File: src/rtl/fabric_pkg.sv
`default_nettype none
// ============================================================================
// Module  : fabric_pkg
// Brief   : Reserved-range table, response codes and FSM state types shared
//           by the fabric default responder and its range classifier.
// Revision: 1.1
// ============================================================================
package fabric_pkg;

  localparam int RSVD_ADDR_W = 20;

  typedef struct packed {
    logic [RSVD_ADDR_W-1:0] lo;
    logic [RSVD_ADDR_W-1:0] hi;
  } range_t;

  localparam int RSVD_RANGE_CNT = 3;

  // Inclusive bounds; every address in these windows is read-as-zero / write-ignored.
  localparam range_t RSVD_RANGES [RSVD_RANGE_CNT] = '{
    '{lo: 20'h11000, hi: 20'h11FFF},
    '{lo: 20'h14000, hi: 20'h1FFFF},
    '{lo: 20'h90000, hi: 20'hFFFFF}
  };

  localparam logic [1:0] RESP_OKAY   = 2'b00;
  localparam logic [1:0] RESP_DECERR = 2'b11;

  typedef enum logic [1:0] {
    W_IDLE    = 2'd0,
    W_NEED_W  = 2'd1,
    W_NEED_AW = 2'd2,
    W_RESP    = 2'd3
  } wr_state_t;

  typedef enum logic [0:0] {
    R_IDLE = 1'b0,
    R_RESP = 1'b1
  } rd_state_t;

  function automatic logic is_reserved(input logic [RSVD_ADDR_W-1:0] addr);
    logic hit;
    hit = 1'b0;
    for (int i = 0; i < RSVD_RANGE_CNT; i++) begin
      if (({1'b0, addr} >= {1'b0, RSVD_RANGES[i].lo}) &&
          ({1'b0, addr} <= {1'b0, RSVD_RANGES[i].hi}))
        hit = 1'b1;
    end
    return hit;
  endfunction

endpackage
`default_nettype wire

File: src/rtl/fabric_rsvd_match.sv
`default_nettype none
// ============================================================================
// Module  : fabric_rsvd_match
// Brief   : Combinational address classifier: reserved range -> OKAY,
//           anything else -> DECERR.
// Revision: 1.1
// ============================================================================
module fabric_rsvd_match
  import fabric_pkg::*;
#(
  parameter int ADDR_W = 20
) (
  input  logic [ADDR_W-1:0] addr,
  output logic              rsvd,
  output logic [1:0]        resp
);

  logic [RSVD_ADDR_W-1:0]    w_addr;
  logic [RSVD_RANGE_CNT-1:0] w_hit;

  assign w_addr = RSVD_ADDR_W'(addr);

  // The extra zero bit keeps a top-of-space bound from folding into a constant compare.
  for (genvar gi = 0; gi < RSVD_RANGE_CNT; gi++) begin : g_range
    assign w_hit[gi] = ({1'b0, w_addr} >= {1'b0, RSVD_RANGES[gi].lo}) &&
                       ({1'b0, w_addr} <= {1'b0, RSVD_RANGES[gi].hi});
  end

  assign rsvd = |w_hit;
  assign resp = rsvd ? RESP_OKAY : RESP_DECERR;

  always_comb begin
    assert (rsvd == is_reserved(w_addr));
  end

endmodule
`default_nettype wire

File: src/rtl/fabric_default_responder.sv
`default_nettype none
// ============================================================================
// Module  : fabric_default_responder
// Brief   : AXI4-Lite default slave: reserved ranges answer OKAY/RAZ-WI, all
//           else DECERR, with first-error capture and saturating hit counters.
// Revision: 1.1
// ============================================================================
module fabric_default_responder
  import fabric_pkg::*;
#(
  parameter int ADDR_W = 20,
  parameter int DATA_W = 64,
  parameter int CNT_W  = 16
) (
  input  logic                clk,
  input  logic                rst_n,
  input  logic                s_awvalid,
  output logic                s_awready,
  input  logic [ADDR_W-1:0]   s_awaddr,
  input  logic                s_wvalid,
  output logic                s_wready,
  input  logic [DATA_W-1:0]   s_wdata,
  input  logic [DATA_W/8-1:0] s_wstrb,
  output logic                s_bvalid,
  input  logic                s_bready,
  output logic [1:0]          s_bresp,
  input  logic                s_arvalid,
  output logic                s_arready,
  input  logic [ADDR_W-1:0]   s_araddr,
  output logic                s_rvalid,
  input  logic                s_rready,
  output logic [DATA_W-1:0]   s_rdata,
  output logic [1:0]          s_rresp,
  output logic [CNT_W-1:0]    rsvd_hit_cnt,
  output logic [CNT_W-1:0]    decerr_cnt,
  output logic                err_valid,
  output logic [ADDR_W-1:0]   err_addr,
  output logic                err_is_wr,
  input  logic                err_clr
);

  wr_state_t         r_wr_state, w_wr_state_nxt;
  rd_state_t         r_rd_state, w_rd_state_nxt;
  logic [ADDR_W-1:0] r_awaddr;
  logic [1:0]        r_bresp, r_rresp;
  logic [CNT_W-1:0]  r_rsvd_cnt, r_decerr_cnt;
  logic              r_err_valid, r_err_is_wr;
  logic [ADDR_W-1:0] r_err_addr;

  logic              w_aw_hs, w_wr_done, w_ar_hs;
  logic [ADDR_W-1:0] w_wr_addr;
  logic              w_wr_rsvd, w_rd_rsvd;
  logic [1:0]        w_wr_resp, w_rd_resp;
  logic              w_wr_err_evt, w_rd_err_evt;
  logic [1:0]        w_rsvd_inc, w_decerr_inc;
  logic [CNT_W-1:0]  w_rsvd_base, w_decerr_base;
  logic              w_unused_ok;

  assign w_unused_ok = &{1'b0, s_wdata, s_wstrb};

  function automatic logic [CNT_W-1:0] sat_add(input logic [CNT_W-1:0] base,
                                               input logic [1:0]       inc);
    logic [CNT_W:0] sum;
    sum = {1'b0, base} + {{(CNT_W-1){1'b0}}, inc};
    return sum[CNT_W] ? {CNT_W{1'b1}} : sum[CNT_W-1:0];
  endfunction

  always_comb begin
    w_wr_state_nxt = r_wr_state;
    s_awready      = 1'b0;
    s_wready       = 1'b0;
    s_bvalid       = 1'b0;
    w_aw_hs        = 1'b0;
    w_wr_done      = 1'b0;
    case (r_wr_state)
      W_IDLE: begin
        s_awready = 1'b1;
        s_wready  = 1'b1;
        w_aw_hs   = s_awvalid;
        if (s_awvalid && s_wvalid) begin
          w_wr_state_nxt = W_RESP;
          w_wr_done      = 1'b1;
        end else if (s_awvalid) begin
          w_wr_state_nxt = W_NEED_W;
        end else if (s_wvalid) begin
          w_wr_state_nxt = W_NEED_AW;
        end
      end
      W_NEED_W: begin
        s_wready = 1'b1;
        if (s_wvalid) begin
          w_wr_state_nxt = W_RESP;
          w_wr_done      = 1'b1;
        end
      end
      W_NEED_AW: begin
        s_awready = 1'b1;
        w_aw_hs   = s_awvalid;
        if (s_awvalid) begin
          w_wr_state_nxt = W_RESP;
          w_wr_done      = 1'b1;
        end
      end
      W_RESP: begin
        s_bvalid = 1'b1;
        if (s_bready) w_wr_state_nxt = W_IDLE;
      end
      default: w_wr_state_nxt = W_IDLE;
    endcase
  end

  always_comb begin
    w_rd_state_nxt = r_rd_state;
    s_arready      = 1'b0;
    s_rvalid       = 1'b0;
    w_ar_hs        = 1'b0;
    case (r_rd_state)
      R_IDLE: begin
        s_arready = 1'b1;
        if (s_arvalid) begin
          w_ar_hs        = 1'b1;
          w_rd_state_nxt = R_RESP;
        end
      end
      R_RESP: begin
        s_rvalid = 1'b1;
        if (s_rready) w_rd_state_nxt = R_IDLE;
      end
      default: w_rd_state_nxt = R_IDLE;
    endcase
  end

  // The write is classified on the cycle it completes, so use the live AW address when it arrives then.
  assign w_wr_addr = w_aw_hs ? s_awaddr : r_awaddr;

  fabric_rsvd_match #(.ADDR_W(ADDR_W)) u_wr_match (
    .addr (w_wr_addr),
    .rsvd (w_wr_rsvd),
    .resp (w_wr_resp)
  );

  fabric_rsvd_match #(.ADDR_W(ADDR_W)) u_rd_match (
    .addr (s_araddr),
    .rsvd (w_rd_rsvd),
    .resp (w_rd_resp)
  );

  assign w_wr_err_evt  = w_wr_done & ~w_wr_rsvd;
  assign w_rd_err_evt  = w_ar_hs & ~w_rd_rsvd;
  assign w_rsvd_inc    = {1'b0, w_wr_done & w_wr_rsvd} + {1'b0, w_ar_hs & w_rd_rsvd};
  assign w_decerr_inc  = {1'b0, w_wr_err_evt} + {1'b0, w_rd_err_evt};
  assign w_rsvd_base   = err_clr ? '0 : r_rsvd_cnt;
  assign w_decerr_base = err_clr ? '0 : r_decerr_cnt;

  always_ff @(posedge clk or negedge rst_n) begin
    if (!rst_n) begin
      r_wr_state <= W_IDLE;
      r_rd_state <= R_IDLE;
      r_awaddr   <= '0;
      r_bresp    <= RESP_OKAY;
      r_rresp    <= RESP_OKAY;
    end else begin
      r_wr_state <= w_wr_state_nxt;
      r_rd_state <= w_rd_state_nxt;
      if (w_aw_hs)   r_awaddr <= s_awaddr;
      if (w_wr_done) r_bresp  <= w_wr_resp;
      if (w_ar_hs)   r_rresp  <= w_rd_resp;
    end
  end

  always_ff @(posedge clk or negedge rst_n) begin
    if (!rst_n) begin
      r_rsvd_cnt   <= '0;
      r_decerr_cnt <= '0;
      r_err_valid  <= 1'b0;
      r_err_addr   <= '0;
      r_err_is_wr  <= 1'b0;
    end else begin
      r_rsvd_cnt   <= sat_add(w_rsvd_base, w_rsvd_inc);
      r_decerr_cnt <= sat_add(w_decerr_base, w_decerr_inc);
      // Write wins a same-cycle tie; a clear frees the record for this cycle's error.
      if (err_clr || !r_err_valid) begin
        if (w_wr_err_evt) begin
          r_err_valid <= 1'b1;
          r_err_addr  <= w_wr_addr;
          r_err_is_wr <= 1'b1;
        end else if (w_rd_err_evt) begin
          r_err_valid <= 1'b1;
          r_err_addr  <= s_araddr;
          r_err_is_wr <= 1'b0;
        end else if (err_clr) begin
          r_err_valid <= 1'b0;
        end
      end
    end
  end

  assign s_bresp      = r_bresp;
  assign s_rresp      = r_rresp;
  assign s_rdata      = '0;
  assign rsvd_hit_cnt = r_rsvd_cnt;
  assign decerr_cnt   = r_decerr_cnt;
  assign err_valid    = r_err_valid;
  assign err_addr     = r_err_addr;
  assign err_is_wr    = r_err_is_wr;

endmodule
`default_nettype wire

File: config.mk
export PLATFORM = sky130hd
export DESIGN_NAME = fabric_default_responder
export DESIGN_NICKNAME = d
export VERILOG_FILES = /design/src/rtl/fabric_pkg.sv /design/src/rtl/fabric_rsvd_match.sv /design/src/rtl/fabric_default_responder.sv
export SDC_FILE = /design/constraint.sdc
export NUM_CORES = 1
export LEC_CHECK = 0
export ABC_AREA = 1
export BUFFER_PORTS_ARGS = -buffer_cell sky130_fd_sc_hd__buf_2
export CORE_UTILIZATION = 46
export CTS_BUF_LIST = sky130_fd_sc_hd__clkbuf_8 sky130_fd_sc_hd__clkbuf_16
export DETAILED_ROUTE_END_ITERATION = 8
export PLACE_DENSITY_LB_ADDON = 0.12
export SYNTH_ARGS = -nofsm -noshare
export SYNTH_HDL_FRONTEND = slang
export SYNTH_SLANG_ARGS = --single-unit
File: constraint.sdc
create_clock -name clk -period 4.6 [get_ports clk]
set_input_delay 0.23 -clock clk [delete_from_list [all_inputs] [get_ports clk]]
set_output_delay 0.23 -clock clk [all_outputs]
set_load 0.05 [all_outputs]
### Word level (Yosys, flattened, before mapping)

Index checks and enable logic that the tools add are counted.

* register bits: 81

* add/sub/neg operators: 4
* order comparisons: 10
* eq/ne operators: 7
* mux-type cells: 35
* bitwise logic cells: 7
* reduce and logical (&&, ||, !) cells: 17

Operator list (number)
* $ge 20x17->1 const B: 4
* $le 20x17->1 const B: 4
* $mux 16: 4
* $mux 20: 3
* $ge 20x20->1 const B: 2
* $add 16x2->17: 2
* $mux 1: 17
* $mux 2: 8
* $pmux 2 s4: 1
* $ne 2x2->1 const B: 3
* $reduce_or 3->1: 2
* $logic_and 1x1->1: 5
* $add 1x1->2: 2
* $and 1x1->1: 4
* $eq 2x2->1 const B: 2
* $ne 4x4->1 const B: 1
* $reduce_and 2->1: 2
* $reduce_and 4->1: 1
* $reduce_or 2->1: 2
* $not 1->1: 3
* $pmux 1 s3: 1
* $reduce_bool 3->1: 1
* $eq 2x1->1 const B: 1
* $logic_not 2->1: 1
* other kinds (4): 4

### Depth between registers and ports, before layout

Gate-level depths: netlist of run 1.

* word-level depth: 12
* depth in mapped cells: 23
* depth with buffers taken out: 22

### Cells and area by module

Synthesis of run 1 repeated with hierarchy kept, for this count alone.

* cells, all modules: 719
* area, all modules: 5250.0 um2

Modules (own cells, without submodules)
* fabric_default_responder: times used 1, cells each 671, area an instance 5054.8 um2, sequential area each 2026.9 um2
* fabric_rsvd_match: times used 2, cells each 24, area an instance 97.6 um2, sequential area each 0.0 um2

### Least setup slack after synthesis of run 1

Ideal clock, no wire load.

* path type: register to register
* from: reg r_wr_state[0]
* to: reg r_decerr_cnt[12] (netlist: decerr_cnt[12])
* library setup time: 70 ps
* arrival time: 3754 ps
* data required time: 4530 ps
* setup slack: 776 ps
* cell stages (with the launch flop): 23
* path buffers: 2
* period minus slack after synthesis: 3824 ps
* cells stage by stage: dfrtp_1 -> inv_1 -> ha_1 -> inv_2 -> nand2_1 -> nand3_1 -> nand2_1 -> nand2_1 -> o21ai_2 -> nand3_2 -> buf_2 -> fa_1 -> inv_1 -> ha_1 -> nand2_1 -> nor2_2 -> nand3_1 -> nor3_2 -> nand3_1 -> nor2_2 -> nand2_2 -> buf_2 -> nand3_1

* cells in the longest elaborated chain, start to end: 12

RTL lines
* start, declared: RTL line fabric_default_responder.sv:42 `wr_state_t r_wr_state, w_wr_state_nxt;`
* start signal, assigned: RTL line fabric_default_responder.sv:163 `r_wr_state <= w_wr_state_nxt;`
* $eq 2x2->1 or $logic_not 2->1 (tied branches): RTL line fabric_default_responder.sv:75 `case (r_wr_state)`
* $reduce_or 2->1 (no line)
* $mux 1: RTL line fabric_default_responder.sv:75
* $mux 20
* $ge 20x17->1 or $le 20x17->1 (tied branches): RTL line fabric_rsvd_match.sv:25, fabric_rsvd_match.sv:26
* $logic_and 1x1->1: RTL line fabric_rsvd_match.sv:25 `assign w_hit[gi] = ({1'b0, w_addr} >= {1'b0, RSVD_RANGES[gi].lo}) &&`
* $reduce_or 3->1: RTL line fabric_rsvd_match.sv:29 `assign rsvd = |w_hit;`
* $not 1->1: RTL line fabric_default_responder.sv:148 `assign w_wr_err_evt = w_wr_done & ~w_wr_rsvd;`
* $and 1x1->1 (*): RTL line fabric_default_responder.sv:148
* $add 1x1->2 (*): RTL line fabric_default_responder.sv:151 `assign w_decerr_inc = {1'b0, w_wr_err_evt} + {1'b0, w_rd_err_evt};`
* $add 16x2->17 (*): RTL line fabric_default_responder.sv:64 `sum = {1'b0, base} + {{(CNT_W-1){1'b0}}, inc};`
* $mux 16 (*): RTL line fabric_default_responder.sv:65 `return sum[CNT_W] ? {CNT_W{1'b1}} : sum[CNT_W-1:0];`
* end signal, assigned: RTL line fabric_default_responder.sv:180 `r_decerr_cnt <= sat_add(w_decerr_base, w_decerr_inc);`
* end, declared: RTL line fabric_default_responder.sv:46 `logic [CNT_W-1:0] r_rsvd_cnt, r_decerr_cnt;`

Every way passes the cells marked *; elsewhere a longest branch is shown, timed or not.
A chain may end at the register's enable or synchronous reset.

### Worst setup path after layout of run 1

* from: reg r_wr_state[0]
* to: reg r_decerr_cnt[5] (netlist: decerr_cnt[5])

* cells in the longest elaborated chain, start to end: 12

RTL lines
* $eq 2x2->1 or $logic_not 2->1 (tied branches): RTL line fabric_default_responder.sv:75
* $reduce_or 2->1 (no line) (*)
* $mux 1 (*): RTL line fabric_default_responder.sv:75
* $mux 20 (*)
* via u_wr_match.addr[13]: RTL line fabric_rsvd_match.sv:13 `input logic [ADDR_W-1:0] addr,`
* $ge 20x17->1 or $le 20x17->1 (tied branches): RTL line fabric_rsvd_match.sv:25, fabric_rsvd_match.sv:26
* $logic_and 1x1->1: RTL line fabric_rsvd_match.sv:25
* $reduce_or 3->1 (*): RTL line fabric_rsvd_match.sv:29
* $not 1->1 (*): RTL line fabric_default_responder.sv:148
* $and 1x1->1 (*): RTL line fabric_default_responder.sv:148
* $add 1x1->2 (*): RTL line fabric_default_responder.sv:151
* $add 16x2->17 (*): RTL line fabric_default_responder.sv:64
* $mux 16 (*): RTL line fabric_default_responder.sv:65

The timed path passes the listed nets; every way through them passes the cells marked *.

==> results by group, run 1 <==
Status
  • Status: finished, final reports clean

Timing
  • Unrepaired setup endpoints after global routing: no
  • Period utilization: 86.8%
  • Max transition margin: 33.2%
  • Final WS setup: 0.608 ns
  • Worst hold margin: 0.0428 ns
  • Final setup fails: 0
  • Worst-Margin Slew: 1.00 ns
  • Final hold vios: 0
  • Fin Clk Skew: 0.00763 ns
  • Min Clock Period, post-route: 3.99 ns
  • Max Clk Rate: 251 MHz
  • Pins Over Slew Limit: 0
  • Setup TNS: 0 ns

Layout
  • P&R area growth vs syn: 13.2%
  • Post-route cell area: 5310 um^2
  • Final nets: 864
  • Share of cells above drive strength 1: 20.8%
  • Antenna Diode Count: 0

Synth
  • Yosys top cell by area: dfrtp_1
  • Post-Synthesis Cells: 630
  • Synth Area in Simple Gates: 31.5%
  • Sequential fraction of the synthesis area: 42.1%
  • Avg Synthesized Cell Area: 7.45 um^2
  • Count leader, synth: nand2_1
  • Ys async rst share: 100%
  • Mux cell area share after synthesis: 0%
  • Largest cells by area after synthesis: dfrtp_1 (42%), nand2_1 (19%), buf_4 (11%), inv_1 (5.1%), nor2_1 (3.8%)
  • Post-synthesis compound-gate area fraction: 3.65%
  • Yosys top cell area share: 42.1%
  • Post-Synth Adder-Cell Area: 2.72%
  • Largest family of logic cells by synthesized area: simple AND/OR/NAND/NOR gates
  • Synthesis-stage register bit count: 79
  • Yosys warning count: 0
  • Mapped Area: 4690 um^2
  • XOR/XNOR share of the synthesized area: 1.49%
  • Top FF cell, synth: dfrtp_1
  • Post-synth top cells: nand2_1 (232), dfrtp_1 (79), buf_4 (70)
  • Library cells used by synthesis: 36
  • Post-synth EDFFs: 0

Clock tree
  • Setup repair bufs after CTS: 0
  • CTS resizes: 0
  • CTS root buf: clkbuf_8
  • Longest Clk Path Bufs: 2
  • Total clock sinks: 79
  • Clock buffer count from CTS: 9
  • Hold Buf Count CTS: 0
  • Clock H-tree levels: 3
  • CTS clock-pin slew for the worst setup and hold paths: 0.08 ns
  • Clk Latency, worst-skew pair: 0.35 ns
  • CTS tree: yes

Global routing
  • Antenna violations before repair: 0
  • Overall routing resource usage: 20.8%
  • GRT overflow: 0
  • Number of global-route vias before repair: 3698
  • Largest net degree at the start of global routing: 80
  • First-pass GRT wire length: 16900 um

Floorplan
  • Die height: 103 um
  • Die width: 103 um
  • Initial Utilization: 47.8%
  • Ports: 247
  • Row Count: 36
  • Core area: 9820 um^2
  • Die footprint: 10600 um^2

Place
  • Final GP Congestion: 0.829
  • Setup WS pre-CTS: 0.589 ns
  • Number of buffers added on ports: 110
  • HPWL Detailed: 7360 um
  • Placed Area: 5100 um^2

Route
  • Routed vias/inst: 4.54
  • DRC Markers: 0
  • Final ANT Viol Nets: 0
  • Iteration-0 DRC Markers: 148
  • DRT Pass-1 Iters: 5
  • Wire per inst: 11.8 um
  • DR vias: 3961
  • Post-Route WL: 10300 um

Pwr
  • Peak supply drop: 0.000311 V
  • Leak pwr: 0.00309 uW
  • Power per Cell Area: 580 nW/um^2

Worst setup path
  • Max Fanout on Critical Path: 20
  • CP startpoint kind: register
  • Worst Path Required: 4.86 ns
  • WS Path Type: reg -> reg
  • Arrival @ worst endpoint: 4.26 ns
  • CP endpoint kind: register

Job
  • Total of max-cap violations: 0

Worst hold path
  • Worst hold path class: in -> async
==> stage by stage <==
step | utilization, % | cells | power, uW
global placement | 51.9 | 857 | 2530
detailed placement | 51.9 | 857 | 2560
finish | 54.1 | 873 | 3080
CTS | 54.1 | 873 | 3110
global route | 54.1 | 873 | 3310
floorplan | - | 693 | 2260
==> placed cells by master, fill, tap and decap left out, types with 4 or more instances in the layout <==
| cell type | synthesis | routed |
|---|---|---|
| a21oi_1 | 4 | 4 |
| inv_1 | 64 | 65 |
| nand3_1 | 27 | 27 |
| dfrtp_1 | 79 | 79 |
| inv_2 | 4 | 4 |
| conb_1 | 1 | 64 |
| buf_2 | 10 | 109 |
| buf_4 | 70 | 8 |
| clkbuf_8 | 0 | 12 |
| xor2_1 | 8 | 8 |
| nand4_1 | 25 | 25 |
| ha_1 | 7 | 7 |
| o21ai_0 | 12 | 12 |
| nor2_1 | 48 | 48 |
| nand2_1 | 232 | 232 |
==> power by group <==
part	switching, uW	leakage (uW)	internal (uW)	total (uW)
clock network	250	0.000114	292	542
registers	86.7	0.00102	898	985
logic	1200	0.00196	356	1550
total	1540	0.00309	1550	3080
==> cells by family (layout without fill, tap and decap cells) <==
family                   Yosys count  in the layout
adder cells (fa/ha/maj)            9              9
flip-flops                        79             79
XOR/XNOR                           8              8
buffers and inverters            156            203
AO/OA/AOI/OAI                     28             28
other                              1             64
AND/OR/NAND/NOR                  349            349
==> layout make-up <==
class | instances | area, um^2
tap | 133 | 166
inverter | 70 | 264
sequential | 79 | 1980
clock inverter | 4 | 43.8
clock buffer | 12 | 165
timing repair buffer | 117 | 606
multi-input combinational | 458 | 2090
fill | 987 | 4510
==> final timing paths <==
path	from	to	slack, ns	cells after the start
max	r_wr_state[0]	decerr_cnt[5]	0.61	20
min	rst_n	err_addr[18]	0.04	1
max reg2reg	r_wr_state[0]	decerr_cnt[5]	0.61	20
min reg2reg	err_addr[8]	err_addr[8]	0.48	2
max in group asynchronous	rst_n	rsvd_hit_cnt[3]	3.91	1
min in group clk	s_rready	r_rd_state	0.07	2
==> layer usage <==
metal	vias up	part of all wire, %	track usage [%]
met1	1788	44	26.0
met5	-	0	0
met4	0	1.6	8.45
met3	14	6.7	5.36
li1	2034	-	-
met2	125	47	34.2
==> registers in the layout, summed over array words and instances (netlist names) <==
name	count
err_valid	1
err_addr	20
err_is_wr	1
r_awaddr	20
s_rresp	1
r_wr_state	2
s_bresp	1
decerr_cnt	16
r_rd_state	1
rsvd_hit_cnt	16
==> critical path, cell delays in order (launching register included) <==
cell and delay, ns:
dfrtp_1 0.41, inv_1 0.10, ha_1 0.25, o21ai_1 0.14, buf_4 0.25, nand2_1 0.07
nand2_1 0.13, nor2_1 0.07, o21ai_2 0.28, nand3_2 0.16, fa_1 0.47, inv_1 0.07
ha_1 0.17, nand2_1 0.07, nor2_2 0.19, nand3_1 0.16, nor3_2 0.23, nand3_1 0.17
nor2_2 0.15, nand2_2 0.21, o211ai_1 0.14
(Power assumes the default switching activity.)
==> inputs of run 2 (changes only) <==
CORE_UTILIZATION = 47   (was 46)
CTS_BUF_LIST = sky130_fd_sc_hd__clkbuf_4   (was sky130_fd_sc_hd__clkbuf_8 sky130_fd_sc_hd__clkbuf_16)
TNS_END_PERCENT = 5   (was default)
==> results by group, run 2 (same netlist as run 1, synthesis figures left out) <==
Route
  • Routed vias/inst: 4.56
  • DRC Markers: 0
  • Iteration-0 DRC Markers: 151
  • Final ANT Viol Nets: 0
  • DRT Pass-1 Iters: 4
  • DR vias: 3973
  • Wire per inst: 11.9 um
  • Post-Route WL: 10300 um

Place
  • Number of buffers added on ports: 110
  • Placed Area: 5090 um^2
  • HPWL Detailed: 7430 um
  • Final GP Congestion: 0.830
  • Setup WS pre-CTS: 0.396 ns

Layout
  • Antenna Diode Count: 0
  • Final nets: 865
  • Commonest non-fill, non-tap cell in the layout: nand2_1
  • Share of cells above drive strength 1: 20.4%
  • Filler cells: 990
  • Commonest cells after routing, fill and taps aside: nand2_1 (232), buf_2 (109), dfrtp_1 (79)
  • Post-layout util: 53.9%
  • Post-route cell area: 5250 um^2
  • P&R area growth vs syn: 11.8%

Pwr
  • Peak supply drop: 0.000244 V
  • Leak pwr: 0.00306 uW
  • Power per Cell Area: 564 nW/um^2

Clock tree
  • Clk Latency, worst-skew pair: 0.43 ns
  • Clock buffer count from CTS: 9
  • Clock H-tree levels: 3
  • CTS tree: yes
  • Longest Clk Path Bufs: 2
  • Total clock sinks: 79
  • Setup repair bufs after CTS: 0
  • CTS clock-pin slew for the worst setup and hold paths: 0.13 ns
  • CTS root buf: clkbuf_4

Worst setup path
  • CP startpoint kind: register
  • Worst path top cell family by delay: simple AND/OR/NAND/NOR gates
  • Cell-by-cell trace of the critical path: inv_1 -> ha_1 -> nor2_1 -> nor2_8 -> nand2_1 -> nand2_1 -> nand2_1 -> o21ai_4 -> nand3_2 -> fa_1 -> inv_1 -> ha_1 -> nand2_1 -> nor2_2 -> nand3_1 -> nor3_2 -> nand3_1 -> nor2_2 -> nand2_2 -> nand3b_1
  • Worst Path Required: 4.95 ns
  • Arrival @ worst endpoint: 4.48 ns
  • Max Fanout on Critical Path: 19
  • Slowest cell on crit path: fa_1
  • WS Path Type: reg -> reg
  • CP endpoint kind: register
  • WP buf/inv: 2
  • Maximum single-stage delay on the critical path: 0.49 ns
  • Most used cell, CP: nand2_1

Floorplan
  • Die width: 102 um
  • Row Count: 36
  • Core area: 9730 um^2
  • Initial Utilization: 48.2%
  • Ports: 247
  • Die footprint: 10400 um^2
  • Die height: 102 um

Global routing
  • Number of global-route vias before repair: 3557
  • GRT overflow: 0
  • First-pass GRT wire length: 16600 um
  • Overall routing resource usage: 20.7%
  • Antenna violations before repair: 0
  • Largest net degree at the start of global routing: 80

Timing
  • Unrepaired setup endpoints after global routing: no
  • Max Clk Rate: 243 MHz
  • Min Clock Period, post-route: 4.12 ns
  • Final setup fails: 0
  • Fin Clk Skew: 0.0238 ns
  • Final WS setup: 0.476 ns
  • Period utilization: 89.6%
  • Setup TNS: 0 ns
  • Final hold vios: 0
  • Pins Over Slew Limit: 0
  • Worst-Margin Slew: 1.01 ns
  • Worst hold margin: 0.0288 ns
  • Max transition margin: 32.7%

Worst hold path
  • Worst hold path class: in -> reg

Job
  • Total of max-cap violations: 0

Status
  • Status: finished, final reports clean
==> run 2: area by class of cell <==
| cell class | instances | area (um^2) | area share, % |
|---|---|---|---|
| Inverter | 70 | 264 | 5.03 |
| Multi-Input combinational cell | 458 | 2100 | 40.0 |
| Clock buffer | 12 | 90.1 | 1.72 |
| Tap cell | 133 | 166 | 3.17 |
| Clock inverter | 2 | 33.8 | 0.644 |
| Timing Repair Buffer | 118 | 618 | 11.8 |
| Sequential cell | 79 | 1980 | 37.7 |
==> run 2: timing repair <==
item	4_1_cts	5_1_grt
setup endpoints to repair	0	16
hold buffers	2	0
gates resized for setup	0	1
endpoints found under the hold margin	20	0
==> run 2: path summary, 6_finish.rpt <==
kind | startpoint | to | slack [ns] | cells past startpoint
max | r_wr_state[0] | decerr_cnt[6] | 0.48 | 20
max reg2reg | r_wr_state[0] | decerr_cnt[6] | 0.48 | 20
max in group asynchronous | rst_n | r_awaddr[12] | 3.45 | 2
min | s_awaddr[0] | r_awaddr[0] | 0.03 | 3
min reg2reg | err_addr[12] | err_addr[12] | 0.49 | 2
min in group asynchronous | rst_n | decerr_cnt[4] | 0.51 | 2
==> run 2: metal layers <==
metal / global-route usage, % / vias to the layer above / wire length [um]
met4: 9.56 / 0 / 248
met1: 27.2 / 1803 / 4800
met3: 3.69 / 18 / 522
li1: - / 2028 / -
met5: 0 / - / 0
met2: 33.6 / 124 / 4760
==> run 2: where the power goes <==
part	total [uW]	switching [uW]	internal (uW)
clock	408	230	178
sequential	983	87.0	896
combinational	1570	1210	359
total	2960	1530	1430
==> run 2: metrics by stage <==
step | power (uW) | instances
finish | 2960 | 872
global route | 3180 | 872
CTS | 2980 | 872
detailed placement | 2570 | 856
global placement | 2540 | 856
floorplan | 2260 | 693
==> run 2: worst min-delay path: cells and delay by family <==
family	cells	cell delay, ns
buffers and inverters	1	0.08
AND/OR/NAND/NOR	2	0.12
==> inputs of run 3 (changes only) <==
PLACE_DENSITY_LB_ADDON = 0.15   (was 0.12)
==> results by group, run 3 (same netlist as run 1, synthesis figures left out) <==
Timing
  • Max transition margin: 32.9%
  • Pins Over Slew Limit: 0
  • Unrepaired setup endpoints after global routing: no
  • Max Clk Rate: 244 MHz
  • Worst-Margin Slew: 1.01 ns
  • Final hold vios: 42
  • Min Clock Period, post-route: 4.10 ns
  • Period utilization: 89.0%
  • Fin Clk Skew: 0.0174 ns
  • Worst hold margin: -0.0430 ns
  • Setup TNS: 0 ns
  • Final WS setup: 0.505 ns
  • Final setup fails: 0

Status
  • Failing checks: hold timing
  • Status: complete, but fails checks

Place
  • Final GP Congestion: 0.831
  • Setup WS pre-CTS: 0.399 ns
  • HPWL Detailed: 7430 um
  • Number of buffers added on ports: 110
  • Placed cells: 856

Global routing
  • GRT overflow: 0
  • Antenna violations before repair: 0
  • Largest net degree at the start of global routing: 80
  • Overall routing resource usage: 20.6%
  • Number of global-route vias before repair: 3639
  • First-pass GRT wire length: 16600 um

Layout
  • Final non-filler cell total: 871
  • Final nets: 864
  • Antenna Diode Count: 0
  • Commonest cells after routing, fill and taps aside: nand2_1 (232), buf_2 (109), dfrtp_1 (79)
  • Commonest non-fill, non-tap cell in the layout: nand2_1
  • Filler cells: 981
  • P&R area growth vs syn: 12.0%
  • Multi-input logic area: 2100 um^2
  • Register area: 1980 um^2
  • Share of cells above drive strength 1: 20.6%

Worst setup path
  • Reg-to-reg slack, setup: 0.50 ns
  • Arrival @ worst endpoint: 4.44 ns
  • Worst Path Required: 4.94 ns
  • Slowest cell on crit path: fa_1
  • Worst path top cell family by delay: simple AND/OR/NAND/NOR gates
  • WP buf/inv: 2
  • CP startpoint kind: register
  • Max Fanout on Critical Path: 19
  • Maximum single-stage delay on the critical path: 0.46 ns
  • Most used cell, CP: nand2_1
  • WS Path Type: reg -> reg
  • CP endpoint kind: register
  • Cell-by-cell trace of the critical path: inv_1 -> ha_1 -> nor2_1 -> nor2_8 -> nand2_1 -> nand2_1 -> nand2_1 -> o21ai_4 -> nand3_2 -> fa_1 -> inv_1 -> ha_1 -> nand2_1 -> nor2_2 -> nand3_1 -> nor3_2 -> nand3_1 -> nor2_2 -> nand2_2 -> o211ai_1

Floorplan
  • Ports: 247
  • Die width: 102 um
  • Row Count: 36
  • Core area: 9730 um^2
  • Die footprint: 10400 um^2
  • Die height: 102 um
  • Initial Utilization: 48.2%

Pwr
  • Switching Share: 51.1%
  • Clk pwr share: 15.0%
  • Sequential power share: 32.8%
  • Power per Cell Area: 571 nW/um^2
  • Peak supply drop: 0.000331 V
  • Cell internal pwr: 1470 uW
  • Leak pwr: 0.00306 uW
  • Power share of the combinational group: 52.2%
  • Switching power: 1530 uW

Route
  • Final ANT Viol Nets: 0
  • DRC Markers: 0
  • DR vias: 3987
  • Wire per inst: 11.9 um
  • DRT Pass-1 Iters: 5
  • Iteration-0 DRC Markers: 126
  • Post-Route WL: 10400 um
  • Routed vias/inst: 4.58

Clock tree
  • Setup repair bufs after CTS: 0
  • Total clock sinks: 79
  • Clock H-tree levels: 3
  • CTS tree: yes
  • CTS clock-pin slew for the worst setup and hold paths: 0.13 ns
  • Clk Latency, worst-skew pair: 0.42 ns
  • Longest Clk Path Bufs: 2
  • CTS root buf: clkbuf_4
  • Clock buffer count from CTS: 9

Worst hold path
  • Worst hold path class: in -> async

Job
  • Total of max-cap violations: 0
[run 3: repair_timing]
item                                    CTS  global route
hold buffers                              1             0
resized for setup                         0             1
hold endpoints to repair                  1             0
endpoints found under the setup margin    0            13
[run 3: final cells by class]
class / count / share of cell area [%]
Timing Repair Buffer: 117 / 11.6
Sequential cell: 79 / 37.6
Clock inverter: 5 / 1.43
Clock buffer: 9 / 1.29
Multi-Input combinational cell: 458 / 39.9
Tap cell: 133 / 3.17
Inverter: 70 / 5.03
[run 3: per-stage QoR]
step / total power (uW) / utilization [%] / instance area, um^2
CTS: 3020 / 53.9 / 5250
global route: 3220 / 54.0 / 5250
finish: 3000 / 54.0 / 5250
global placement: 2540 / 52.4 / 5090
floorplan: 2260 / - / 4930
detailed placement: 2570 / 52.4 / 5090
[run 3: path summary, 6_finish.rpt]
| check | from | to | depth (start not counted) |
|---|---|---|---|
| min | rst_n | err_addr[8] | 1 |
| min reg2reg | err_addr[1] | err_addr[1] | 2 |
| max in group asynchronous | rst_n | decerr_cnt[8] | 1 |
| max | r_wr_state[0] | decerr_cnt[5] | 20 |
| max reg2reg | r_wr_state[0] | decerr_cnt[5] | 20 |
| min in group clk | s_awaddr[3] | r_awaddr[3] | 3 |
[run 3: power groups by stage]
stage / Clock (uW) / Combinational [uW] / Sequential (uW)
floorplan: 0 / 895 / 1370
global placement: 0 / 1540 / 993
detailed placement: 0 / 1570 / 1000
CTS: 460 / 1580 / 986
global route: 492 / 1720 / 1010
finish: 450 / 1570 / 984
[run 3: layer usage]
layer / share of wire, % / global-route usage, % / vias up
li1: - / - / 2024
met1: 45 / 25.9 / 1838
met2: 48 / 35.0 / 113
met3: 5.6 / 4.79 / 12
met4: 1.2 / 6.81 / 0
met5: 0 / 0 / -
